**src/rtl/aeolus_pkg.sv**
```systemverilog
// aeolus_pkg: shared types and constants for the Aeolus sequencer.
// Provides the state encoding, the width of the retired counter and the default ROM address width.
package aeolus_pkg;
    typedef enum logic [1:0] {
        IDLE = 2'd0,
        RUN  = 2'd1,
        STEP = 2'd2,
        HALT = 2'd3
    } state_t;
    localparam int RETIRED_WIDTH = 8;
    localparam int DEFAULT_ROM_ADDRESS_WIDTH = 5;
endpackage

```
**src/rtl/aeolus_sequencer_if.sv**
```systemverilog
// aeolus_sequencer_if: control and status bundle between the board controls and the sequencer.
// Controls (master to slave): run, step, clear.
// Status (slave to master): pc, exec_en, state, halted, retired.
interface aeolus_sequencer_if #(parameter int AW = aeolus_pkg::DEFAULT_ROM_ADDRESS_WIDTH);
    import aeolus_pkg::*;
    logic                     run;
    logic                     step;
    logic                     clear;
    logic [AW-1:0]            pc;
    logic                     exec_en;
    state_t                   state;
    logic                     halted;
    logic [RETIRED_WIDTH-1:0] retired;
    modport master (output run, step, clear, input pc, exec_en, state, halted, retired);
    modport slave  (input run, step, clear, output pc, exec_en, state, halted, retired);
endinterface

```
**src/rtl/aeolus_sequencer_tick_prescaler.sv**
```systemverilog
// tick_prescaler: counter that pulses tc when it reaches TARGET while enabled, then reloads 0.
// Ports: clk, reset (async active-low), clr (sync clear, wins over en), en (count enable), tc (terminal count).
module tick_prescaler #(
    parameter int TARGET = 24,
    localparam int W = TARGET > 0 ? $clog2(TARGET + 1) : 1
) (
    input  logic clk,
    input  logic reset,
    input  logic clr,
    input  logic en,
    output logic tc
);
    logic [W-1:0] count;
    assign tc = en && count == W'(TARGET);
    always_ff @(posedge clk or negedge reset)
        if (!reset)
            count <= '0;
        else if (clr)
            count <= '0;
        else if (en)
            count <= tc ? '0 : count + W'(1);
endmodule

```
**src/rtl/aeolus_sequencer.sv**
```systemverilog
// aeolus_sequencer: run/step/halt controller that owns the program address and issues exec_en.
// Ports: clk, reset (async active-low), sif (slave: run/step/clear in; pc/exec_en/state/halted/retired out).
module aeolus_sequencer
    import aeolus_pkg::*;
#(
    parameter int ROM_ADDRESS_WIDTH = DEFAULT_ROM_ADDRESS_WIDTH,
    parameter int PROGRAM_LENGTH    = 32,
    parameter int DIV_TARGET        = 24,
    parameter int LOOP              = 0
) (
    input logic clk,
    input logic reset,
    aeolus_sequencer_if.slave sif
);
    localparam logic [ROM_ADDRESS_WIDTH-1:0] LAST_PC = ROM_ADDRESS_WIDTH'(PROGRAM_LENGTH - 1);
    state_t                       state;
    logic [ROM_ADDRESS_WIDTH-1:0] pc;
    logic                         exec_en;
    logic                         halted;
    logic                         step_q;
    logic [RETIRED_WIDTH-1:0]     retired;
    logic                         running;
    logic                         step_edge;
    logic                         at_last;
    logic                         tick;
    // The prescaler only counts while run is held in RUN; any other cycle parks it at 0.
    assign running   = state == RUN && sif.run;
    assign step_edge = sif.step && !step_q;
    assign at_last   = pc == LAST_PC;
    tick_prescaler #(.TARGET(DIV_TARGET)) u_prescaler (
        .clk  (clk),
        .reset(reset),
        .clr  (sif.clear || !running),
        .en   (running),
        .tc   (tick)
    );
    always_ff @(posedge clk or negedge reset)
        if (!reset) begin
            state   <= IDLE;
            pc      <= '0;
            exec_en <= 1'b0;
            halted  <= 1'b0;
            retired <= '0;
            step_q  <= 1'b0;
        end else begin
            step_q <= sif.step;
            if (sif.clear) begin
                state   <= IDLE;
                pc      <= '0;
                exec_en <= 1'b0;
                halted  <= 1'b0;
                retired <= '0;
            end else begin
                exec_en <= 1'b0;
                // Retire the instruction whose exec_en cycle is ending.
                if (exec_en) begin
                    retired <= &retired ? retired : retired + 1'b1;
                    pc      <= !at_last ? pc + 1'b1 : (LOOP != 0 ? '0 : pc);
                end
                // Reaching the end of a non-looping program overrides every other transition.
                if (exec_en && at_last && LOOP == 0) begin
                    state  <= HALT;
                    halted <= 1'b1;
                end else begin
                    case (state)
                        IDLE:
                            if (sif.run)
                                state <= RUN;
                            else if (step_edge) begin
                                state   <= STEP;
                                exec_en <= 1'b1;
                            end
                        RUN:
                            if (!sif.run)
                                state <= IDLE;
                            else if (tick)
                                exec_en <= 1'b1;
                        STEP:    state <= IDLE;
                        default: state <= state;
                    endcase
                end
            end
        end
    assign sif.pc      = pc;
    assign sif.exec_en = exec_en;
    assign sif.state   = state;
    assign sif.halted  = halted;
    assign sif.retired = retired;
endmodule
```
**src/flat_wrapper.sv**
```systemverilog
// flat-port wrapper written by rule: the top's interface ports become plain ports
module aeolus_sequencer_flat import aeolus_pkg::*;
#(
    parameter int ROM_ADDRESS_WIDTH = DEFAULT_ROM_ADDRESS_WIDTH,
    parameter int PROGRAM_LENGTH    = 32,
    parameter int DIV_TARGET        = 24,
    parameter int LOOP              = 0
)
  (clk, reset, sif_run, sif_step, sif_clear, sif_pc, sif_exec_en, sif_state, sif_halted, sif_retired);
  aeolus_sequencer_if sif_i ();
  input logic clk;
  input logic reset;
  input wire logic [$bits(sif_i.run)-1:0] sif_run;
  input wire logic [$bits(sif_i.step)-1:0] sif_step;
  input wire logic [$bits(sif_i.clear)-1:0] sif_clear;
  output wire logic [$bits(sif_i.pc)-1:0] sif_pc;
  output wire logic [$bits(sif_i.exec_en)-1:0] sif_exec_en;
  output wire logic [$bits(sif_i.state)-1:0] sif_state;
  output wire logic [$bits(sif_i.halted)-1:0] sif_halted;
  output wire logic [$bits(sif_i.retired)-1:0] sif_retired;
  assign sif_i.run = sif_run;
  assign sif_i.step = sif_step;
  assign sif_i.clear = sif_clear;
  assign sif_pc = sif_i.pc;
  assign sif_exec_en = sif_i.exec_en;
  assign sif_state = sif_i.state;
  assign sif_halted = sif_i.halted;
  assign sif_retired = sif_i.retired;
  aeolus_sequencer #(.ROM_ADDRESS_WIDTH(ROM_ADDRESS_WIDTH), .PROGRAM_LENGTH(PROGRAM_LENGTH), .DIV_TARGET(DIV_TARGET), .LOOP(LOOP)) u_core (.clk(clk), .reset(reset), .sif(sif_i));
endmodule
```
**config.mk**
```make
export PLATFORM = sky130hd
export DESIGN_NAME = aeolus_sequencer_flat
export DESIGN_NICKNAME = d
export VERILOG_FILES = /design/src/rtl/aeolus_pkg.sv /design/src/rtl/aeolus_sequencer_if.sv /design/src/rtl/aeolus_sequencer_tick_prescaler.sv /design/src/rtl/aeolus_sequencer.sv /design/src/flat_wrapper.sv
export SDC_FILE = /design/constraint.sdc
export NUM_CORES = 1
export LEC_CHECK = 0
export CAP_MARGIN = 20
export CORE_MARGIN = 2
export CORE_UTILIZATION = 46
export DETAILED_ROUTE_END_ITERATION = 10
export PLACE_DENSITY = 0.76
export SYNTH_ARGS = -nofsm -noshare
export SYNTH_HDL_FRONTEND = slang
export SYNTH_SLANG_ARGS = --single-unit
```
**constraint.sdc**
```tcl
create_clock -name clk -period 1.62 [get_ports clk]
set_input_delay 0.486 -clock clk [delete_from_list [all_inputs] [get_ports clk]]
set_output_delay 0.486 -clock clk [all_outputs]
set_load 0.02 [all_outputs]
```
==> flow_summary.json <==
{
  "outcome": "completed",
  "root_buffer": "clkbuf_4",
  "p_per_area_nw_per_um2": 771,
  "yosys.cell_types.count": 31,
  "synth.largest_area_cell": "dfrtp_1",
  "cts_tree": "done",
  "avgSynthCellArea_um2": 10.3,
  "slowest_delay_ns": 0.44,
  "crit_slowest_cell": "dfrtp_2",
  "required_ns": 1.86,
  "drv_slew": 0,
  "place_area_um2": 1540,
  "routed_wl_um": 2460,
  "netlist_top_cells_count": "dfrtp_1, nor2_1, ha_1",
  "pre_cts_ws_ns": -0.110,
  "clock_path_buffers": 2,
  "startpoint": "u_core.sif.pc[1]",
  "ys_ff_latch": 23,
  "postLayoutCellArea_um2": 1580,
  "p_int_mw": 0.849,
  "track_usage_pct": 18.6,
  "synthesis.instances": 115,
  "seqPwrFrac_pct": 51.3,
  "max_slew_margin_pct": 80.8,
  "ctsHoldBuffers": 0,
  "num_vias": 951,
  "antenna_found_initial": 0,
  "pwr-share-comb_pct": 27.7,
  "die-area_um2": 2990,
  "drt_iter0_drc": 14,
  "r2r-start": "u_core.sif.pc[1]",
  "cts_max_level": 1,
  "start_util_pct": 48.2,
  "yosysMostFrequentCell": "dfrtp_1",
  "cts_sinks": 23,
  "fillers": 217,
  "grt_max_degree": 24,
  "whs_ns": 0.506,
  "crit_arrival_ns": 1.81,
  "synth_edf_count": 0,
  "totalPowerFinal_mw": 1.22,
  "rr_endpoint": "u_core.sif.pc[3]",
  "leakagePower_nw": 0.810,
  "setup_tns_ns": 0,
  "syn-cell-area_um2": 1180,
  "rows": 18,
  "crit_chain": "ha_4 -> and3_1 -> ha_2 -> nor2b_1 -> buf_4 -> nand4_1 -> xor2_1 -> nor2_1",
  "first_pass_iters": 5,
  "ys.warnings.count": 0,
  "cts_made_buffers": 3,
  "drc_errors": 0,
  "finalCriticalPeriod_ns": 1.57,
  "grt_pass1_vias": 953,
  "hold_viol": 0,
  "finalSetupViolCount": 0,
  "max_cap_viol_count": 0,
  "min_path_cells": 1,
  "peakVddDrop_mv": 0.624,
  "async_reset_ff_share_pct": 100,
  "core_um2": 2450,
  "clk_pin_slew_worst_paths_ns": 0.12,
  "ff2ff_path_depth": 8,
  "portBuffers": 21,
  "fin_ws_ns": 0.0504,
  "viasPerCell": 5.17,
  "p_sw_share_pct": 30.3,
  "drive_gt1_share_pct": 24.0,
  "ys.flop_type": "dfrtp_1",
  "io_pins": 22,
  "fmax_ghz": 0.637,
  "wl_per_cell_um": 13.4,
  "gp_congestion": 0.799,
  "final_antenna_net_count": 0,
  "crit_type": "reg2reg",
  "netlist_top_cells_area": "dfrtp_1, ha_1, nor2_1",
  "synthToLayoutAreaGrowth_pct": 33.4,
  "grt_pass1_wl_um": 3970,
  "die_y_um": 54.7,
  "ys_seq_area_share_pct": 48.6,
  "cp_max_fo": 5,
  "die_w_um": 54.7,
  "rsz0062_at_grt": "true",
  "cp-start-kind": "register",
  "tightestPinTransition_ns": 0.288,
  "fin_crit_sh_pct": 96.9,
  "clk_latency_ns": 0.30,
  "fin_skew_ns": 0.00306,
  "endpoint": "u_core.sif.pc[3]",
  "layout.nets": 168,
  "place_hpwl_um": 1820,
  "diodes": 0,
  "p_clk_share_pct": 21.0,
  "hold_path.class": "reg2reg",
  "reg2reg_slack_ns": 0.05,
  "grt_overflow": 0,
  "syn_nets": 128,
  "synth_top_area_share_pct": 48.6,
  "switchingPower_mw": 0.369,
  "critPathCaptureType": "register"
}
[sequential cells by signal, indices dropped and copies added, names as in the netlist]
| name | flops |
|---|---|
| u_core.sif.retired | 8 |
| u_core.u_prescaler.count | 5 |
| u_core.step_q | 1 |
| u_core.sif.halted | 1 |
| u_core.sif.pc | 5 |
| u_core.sif.exec_en | 1 |
| u_core.sif.state | 2 |
[power by group through the flow]
stage | clock (mW) | sequential (mW) | combinational, mW
4_1_cts | 0.267 | 0.621 | 0.294
2_1_floorplan | 0 | 0.656 | 0.161
6_report | 0.255 | 0.625 | 0.338
3_3_place_gp | 0 | 0.632 | 0.289
3_5_place_dp | 0 | 0.633 | 0.305
5_1_grt | 0.292 | 0.630 | 0.370
[metrics by stage]
step           util (%)  cells
2_1_floorplan         -    115
3_3_place_gp       62.6    178
3_5_place_dp       62.6    178
4_1_cts            63.3    183
5_1_grt            64.3    184
6_report           64.3    184
[worst max-delay path: cells and delay by family (launching register included)]
| family | cells | cell delay (ns) |
|---|---|---|
| xor+xnor | 1 | 0.15 |
| fa+ha+maj | 2 | 0.33 |
| buf+inv | 1 | 0.15 |
| simple gates | 4 | 0.44 |
| flops | 1 | 0.44 |
[worst min path at each step]
| stage | slack [ns] | endpoint | start |
|---|---|---|---|
| 6_report | 0.51 | u_core.u_prescaler.count[0] | u_core.u_prescaler.count[0] |
| 4_1_cts | 0.50 | u_core.u_prescaler.count[0] | u_core.u_prescaler.count[0] |
| 2_1_floorplan | 0.19 | u_core.sif.exec_en | reset |
| 3_5_place_dp | 0.49 | u_core.u_prescaler.count[0] | u_core.u_prescaler.count[0] |
| 5_1_grt | 0.54 | u_core.sif.halted | reset |
| 3_3_place_gp | 0.48 | u_core.u_prescaler.count[0] | u_core.u_prescaler.count[0] |
[layout by cell type, fill, tap and decap left out, types with 2 or more instances in the layout]
| cell | instances |
|---|---|
| a21oi_1 | 2 |
| a31oi_1 | 2 |
| and3_1 | 2 |
| buf_2 | 2 |
| buf_4 | 17 |
| clkbuf_4 | 3 |
| clkdlybuf4s50_1 | 4 |
| dfrtp_1 | 21 |
| dfrtp_2 | 2 |
| dlygate4sd2_1 | 13 |
| ha_1 | 4 |
| ha_2 | 3 |
| inv_1 | 5 |
| mux2i_1 | 4 |
| nand2_1 | 6 |
| nand2b_1 | 2 |
| nand3_1 | 3 |
| nand4_1 | 3 |
| nor2_1 | 19 |
| nor2b_1 | 3 |
| nor3b_1 | 2 |
| o211ai_1 | 3 |
| or4_1 | 2 |
| xnor2_1 | 2 |
| xor2_1 | 7 |
[cell type report]
type                    count  area (um^2)  share of cell area [%]
inverters                   6         22.5                    1.43
repair buffers             38          307                    19.4
well taps                  30         37.5                    2.38
flip-flops and latches     23          578                    36.6
clock buffers               4         26.3                    1.66
multi-input cells          83          608                    38.5
[timing repair]
action / 4_1_cts / 5_1_grt
pin swaps: 0 / 3
setup endpoints to repair: 18 / 12
setup buffers: 1 / 1
resized for setup: 21 / 12
[cell families after synthesis]
kind of cell / Yosys count / share of synthesized area (%)
XOR/XNOR: 9 / 6.66
AND/OR/NAND/NOR: 48 / 21.0
multiplexers: 4 / 3.38
flip-flops: 23 / 48.6
AO/OA/AOI/OAI: 14 / 8.67
adder cells (fa/ha/maj): 8 / 8.46
buffers and inverters: 9 / 3.17
[layer usage]
metal / track usage (%) / vias up / part of all wire (%)
met5: 0 / - / 0
met4: 4.17 / 0 / 0.49
met3: 3.28 / 2 / 3.3
met2: 33.5 / 19 / 52
met1: 22.7 / 452 / 44
li1: - / 478 / -
Note: power is estimated with default switching activity, not from simulation.
